<file path="src/rtl/div_clock_multi_pkg.sv">
// Shared PWM types: enable/mode enums and the default divider width.
// Used by div_clock_chan and div_clock_multi.
package PKG_pwm;

    typedef enum logic {PWM_OFF = 1'b0, PWM_ON = 1'b1} _pwm_onoff;
    typedef enum logic {DIV_TOGGLE = 1'b0, DIV_PULSE = 1'b1} _div_mode;

    localparam int DIV_WIDTH_DEF = 16;

endpackage

</file>
<file path="src/rtl/div_clock_chan.sv">
// One divider channel: counter, optional shadow divider, registered clock/tick outputs.
// Macro DIVCLK_SHADOW_EN: when defined the divider is only sampled at wrap, sync or while off.
module div_clock_chan
    import PKG_pwm::*;
#(
    parameter int DIV_WIDTH = DIV_WIDTH_DEF
) (
    input  logic                 clk,
    input  logic                 reset,
    input  _pwm_onoff            i_onoff,
    input  logic [DIV_WIDTH-1:0] i_divider,
    input  _div_mode             i_mode,
    input  logic                 i_sync,
    output logic                 o_div_clk,
    output logic                 o_div_tick,
    output logic [DIV_WIDTH-1:0] o_div_active
);

    logic [DIV_WIDTH-1:0] r_cnt;
    logic                 r_div_clk;
    logic                 r_div_tick;
    logic [DIV_WIDTH-1:0] w_div_act;
    logic                 w_restart;
    logic                 w_wrap;

    assign w_restart = (i_onoff == PWM_OFF) || i_sync;
    // >= rather than == so a divider lowered below the running count still wraps.
    assign w_wrap    = (r_cnt >= w_div_act);

`ifdef DIVCLK_SHADOW_EN
    logic [DIV_WIDTH-1:0] r_div_act;

    always_ff @(posedge clk) begin
        if (reset) begin
            r_div_act <= '0;
        end else if (w_restart || w_wrap) begin
            r_div_act <= i_divider;
        end
    end

    assign w_div_act = r_div_act;
`else
    assign w_div_act = i_divider;
`endif

    // NOTE: sequential state uses non-blocking assignments so every register samples pre-edge values.
    always_ff @(posedge clk) begin
        if (reset) begin
            r_cnt      <= '0;
            r_div_clk  <= 1'b0;
            r_div_tick <= 1'b0;
        end else if (w_restart) begin
            r_cnt      <= '0;
            r_div_clk  <= 1'b0;
            r_div_tick <= 1'b0;
        end else if (w_wrap) begin
            r_cnt      <= '0;
            r_div_tick <= 1'b1;
            r_div_clk  <= (i_mode == DIV_TOGGLE) ? ~r_div_clk : 1'b1;
        end else begin
            r_cnt      <= r_cnt + 1'b1;
            r_div_tick <= 1'b0;
            if (i_mode == DIV_PULSE) begin
                r_div_clk <= 1'b0;
            end
        end
    end

    assign o_div_clk    = r_div_clk;
    assign o_div_tick   = r_div_tick;
    assign o_div_active = w_div_act;

endmodule

</file>
<file path="src/rtl/div_clock_multi.sv">
// N_CH independent clock dividers sharing one phase-alignment sync strobe.
// Macro DIVCLK_SHADOW_EN selects shadowed (period-boundary) divider updates.
module div_clock_multi
    import PKG_pwm::*;
#(
    parameter int N_CH      = 4,
    parameter int DIV_WIDTH = DIV_WIDTH_DEF
) (
    input  logic                        clk,
    input  logic                        reset,
    input  _pwm_onoff [N_CH-1:0]        pwm_onoff,
    input  logic [N_CH*DIV_WIDTH-1:0]   divider,
    input  _div_mode  [N_CH-1:0]        mode,
    input  logic                        sync,
    output logic [N_CH-1:0]             div_clk,
    output logic [N_CH-1:0]             div_tick,
    output logic [N_CH*DIV_WIDTH-1:0]   div_active
);

    for (genvar g = 0; g < N_CH; g++) begin : g_ch
        div_clock_chan #(
            .DIV_WIDTH (DIV_WIDTH)
        ) u_chan (
            .clk          (clk),
            .reset        (reset),
            .i_onoff      (pwm_onoff[g]),
            .i_divider    (divider[g*DIV_WIDTH +: DIV_WIDTH]),
            .i_mode       (mode[g]),
            .i_sync       (sync),
            .o_div_clk    (div_clk[g]),
            .o_div_tick   (div_tick[g]),
            .o_div_active (div_active[g*DIV_WIDTH +: DIV_WIDTH])
        );
    end

endmodule
</file>
<file path="config.mk">
export PLATFORM = sky130hd
export DESIGN_NAME = div_clock_multi
export DESIGN_NICKNAME = d
export VERILOG_FILES = /design/src/rtl/div_clock_multi_pkg.sv /design/src/rtl/div_clock_chan.sv /design/src/rtl/div_clock_multi.sv
export SDC_FILE = /design/constraint.sdc
export NUM_CORES = 1
export LEC_CHECK = 0
export ABC_AREA = 0
export BUFFER_PORTS_ARGS = -buffer_cell sky130_fd_sc_hd__buf_2
export CAP_MARGIN = 30
export CELL_PAD_IN_SITES_DETAIL_PLACEMENT = 1
export CELL_PAD_IN_SITES_GLOBAL_PLACEMENT = 1
export CORE_MARGIN = 3
export CORE_UTILIZATION = 43
export CTS_BUF_LIST = sky130_fd_sc_hd__clkbuf_8
export DETAILED_ROUTE_END_ITERATION = 16
export PLACE_DENSITY = 0.95
export SLEW_MARGIN = 25
export SYNTH_ARGS = -nofsm -noshare
export SYNTH_HDL_FRONTEND = slang
export SYNTH_SLANG_ARGS = --single-unit
</file>
<file path="constraint.sdc">
create_clock -name clk -period 5.85 [get_ports clk]
set_input_delay 0.585 -clock clk [delete_from_list [all_inputs] [get_ports clk]]
set_output_delay 0.585 -clock clk [all_outputs]
set_load 0.02 [all_outputs]
</file>
==> run metrics <==
GPL Wtd Cong 0.834; CORE AREA 11500 sq um; CTS tree built; CP Max Fanout 16; largest net degree at the start of global routing 17; clock power share 42.4%; FF-to-FF Start g_ch[3].u_chan.r_cnt[0]$_SDFF_PP0_; synth unique cells 42; DRC violation count after routing 0; most used flip-flop cell after synthesis dfxtp_1; Psw 280 uW; area grow syn2layout 10.6%; Synth async-reset ratio 0%; FMAX 412 MHz; clk_lat worst skew 0.35 ns; fin util 49.1%; hold buffers post-CTS 0; minimum clock period 2.42 ns; diode count 0; Flop pwr share 45.0%; cell depth of the worst setup path 7; initial antenna violation count 0; Reg2Reg Capture Point g_ch[3].u_chan.r_cnt[5]$_SDFF_PP0_; hold path startpoint g_ch[1].u_chan.r_cnt[0]$_SDFF_PP0_; Max Clock Skew 0.0128 ns; crit path DAT 2.69 ns; Critical Path RT 6.11 ns; Synth Net Count 761; worst r2r path cells 7; reg2reg setup slack 3.43 ns; status completed; max cap viols 0; Sw Ratio 25.5%; Hold Crit Endpoint g_ch[1].u_chan.r_cnt[0]$_SDFF_PP0_; first drt pass iteration count 4; max incr delay on CP 0.59 ns; Mean Syn Cell Area 8.28 sq um; post-CTS setup buffers 0; Root Buffer clkbuf_8; Max Slew Vio Count 0; combinational group share of total power 12.6%; Total GRT Usage 19.7%; Vias/cell 5.10; Post-synth EDFFs 0; Final Hold Viols 0; Crit path max-delay family simple AND/OR/NAND/NOR gates; cts bufs inserted 9; Syn Inst Count 618; Port Buffers 146; nets 839; Lkg Pwr 0.00277 uW; Initial Utilization 44.4%; WL/cell 15.4 um; Ys Warns 0; DRC marker count from the first detailed-route iteration 106; crit-path cells inv_1 -> ha_1 -> nand2b_1 -> a2111o_1 -> nand3_1 -> nand4bb_1 -> nor2_1; fin crit share 41.4%; Synth Register Bits 72; DIE AREA 13200 sq um; post-CTS resize count 0; first-pass GRT wire length 21200 um; setup violators final 0; CTS max path bufs 2; H-tree depth 3; vias in the first global route 4678; via count 4308; TNS Setup 0 ns; Setup CP Type flip-flop to flip-flop; Die Y 115 um; CP Capture Type flip-flop; Sinks on Clock Net 72; hpwl dp 10800 um; Hold Path Class flip-flop to flip-flop; RSZ-0062 raised after global routing false; mapped cell area 5120 sq um; commonest non-fill, non-tap cell in the layout buf_2; # IOs 147; critical path startpoint category flip-flop; register area share after synthesis 28.2%; Pwr Density 194 nW/um^2; peak supply drop 89.0 uV; Rows 39; total global routing overflow 0; share of cells above drive strength 1 25.7%; hold path depth 1; Routed Antenna Nets 0; CP bufs+invs 1; CTS clk-pin slew, worst paths 0.08 ns; Internal Power 816 uW; most frequent cells in the layout buf_2, nor2_1, inv_1; Chip Width 115 um; Crit-path slowest cell nand4bb_1; total wire length 13000 um; headroom to the max-slew limit 51.6%; worst slew pin tran 0.722 ns
## area by class of cell
type / instances / area (sq um)
fill: 1463 / 5860
multi-input combinational: 394 / 2800
sequential: 72 / 1440
timing repair buffer: 146 / 731
inverter: 73 / 274
tap: 143 / 179
clock buffer: 12 / 165
clock inverter: 4 / 67.6
## per-layer routing
layer  share of wire (%)  GRT usage (%)  up-vias
met5                   0              0        -
met4                 2.5           8.14        0
met3                 3.6           2.58       32
met2                  55           38.2      109
met1                  39           21.1     2036
li1                    -              -     2131
## power by group through the flow
stage | registers (uW) | clock network [uW] | logic, uW
final | 493 | 465 | 138
after global routing | 494 | 495 | 153
after CTS | 493 | 474 | 140
after detailed placement | 505 | 0 | 139
after global placement | 505 | 0 | 131
after floorplan | 504 | 0 | 108
## logic make-up after synthesis
family	after synthesis	share of synthesized area, %
AOI/OAI and AO/OA	53	6.80
xor gates and xnor gates	56	9.59
adders and majority gates	68	16.6
buffers and inverters	152	17.1
DFF	72	28.2
muxes	2	0.440
and+or+nand+nor	215	21.3
## worst max path at each step
stage	startpoint	to	slack, ns
2_1_floorplan	divider[25]	g_ch[1].u_chan.r_cnt[10]$_SDFF_PP0_	3.47
3_3_place_gp	divider[13]	g_ch[0].u_chan.r_cnt[12]$_SDFF_PP0_	3.24
3_5_place_dp	divider[13]	g_ch[0].u_chan.r_cnt[14]$_SDFF_PP0_	3.12
4_1_cts	g_ch[3].u_chan.r_cnt[0]$_SDFF_PP0_	g_ch[3].u_chan.r_cnt[5]$_SDFF_PP0_	3.38
5_1_grt	g_ch[3].u_chan.r_cnt[0]$_SDFF_PP0_	g_ch[3].u_chan.r_cnt[11]$_SDFF_PP0_	3.22
6_report	g_ch[3].u_chan.r_cnt[0]$_SDFF_PP0_	g_ch[3].u_chan.r_cnt[5]$_SDFF_PP0_	3.43
## worst register-to-register path, delay by kind of cell (launching register included)
family / cells / cell delay (ns)
AND/OR/NAND/NOR: 4 / 1.12
flip-flops: 1 / 0.46
AO/OA/AOI/OAI: 1 / 0.42
adder cells (fa/ha/maj): 1 / 0.27
buffers and inverters: 1 / 0.09
## synth_stat cells, types with 17 or more instances
cell,number,area [sq um]
a21oi_1,24,120
buf_4,72,541
dfxtp_1,72,1440
ha_1,68,851
inv_1,73,274
nand2_1,35,131
nand3_1,20,100
nor2_1,82,308
nor3_1,17,85.1
xnor2_1,26,228
xor2_1,30,263
## registers in the layout, summed over array words and instances (netlist names)
register and count:
g_ch.u_chan.r_cnt 64, g_ch.u_chan.o_div_clk 4, g_ch.u_chan.o_div_tick 4
## through the flow
step	worst slack, ns	hold WS, ns	area [sq um]	total power (uW)	instances
floorplan	3.47	0.441	5120	612	618
global placement	3.24	0.457	5430	635	828
detailed placement	3.12	0.483	5430	644	828
CTS	3.38	0.501	5660	1110	844
global route	3.22	0.524	5660	1140	844
finish	3.43	0.497	5660	1100	844
(Power assumes the default switching activity.)
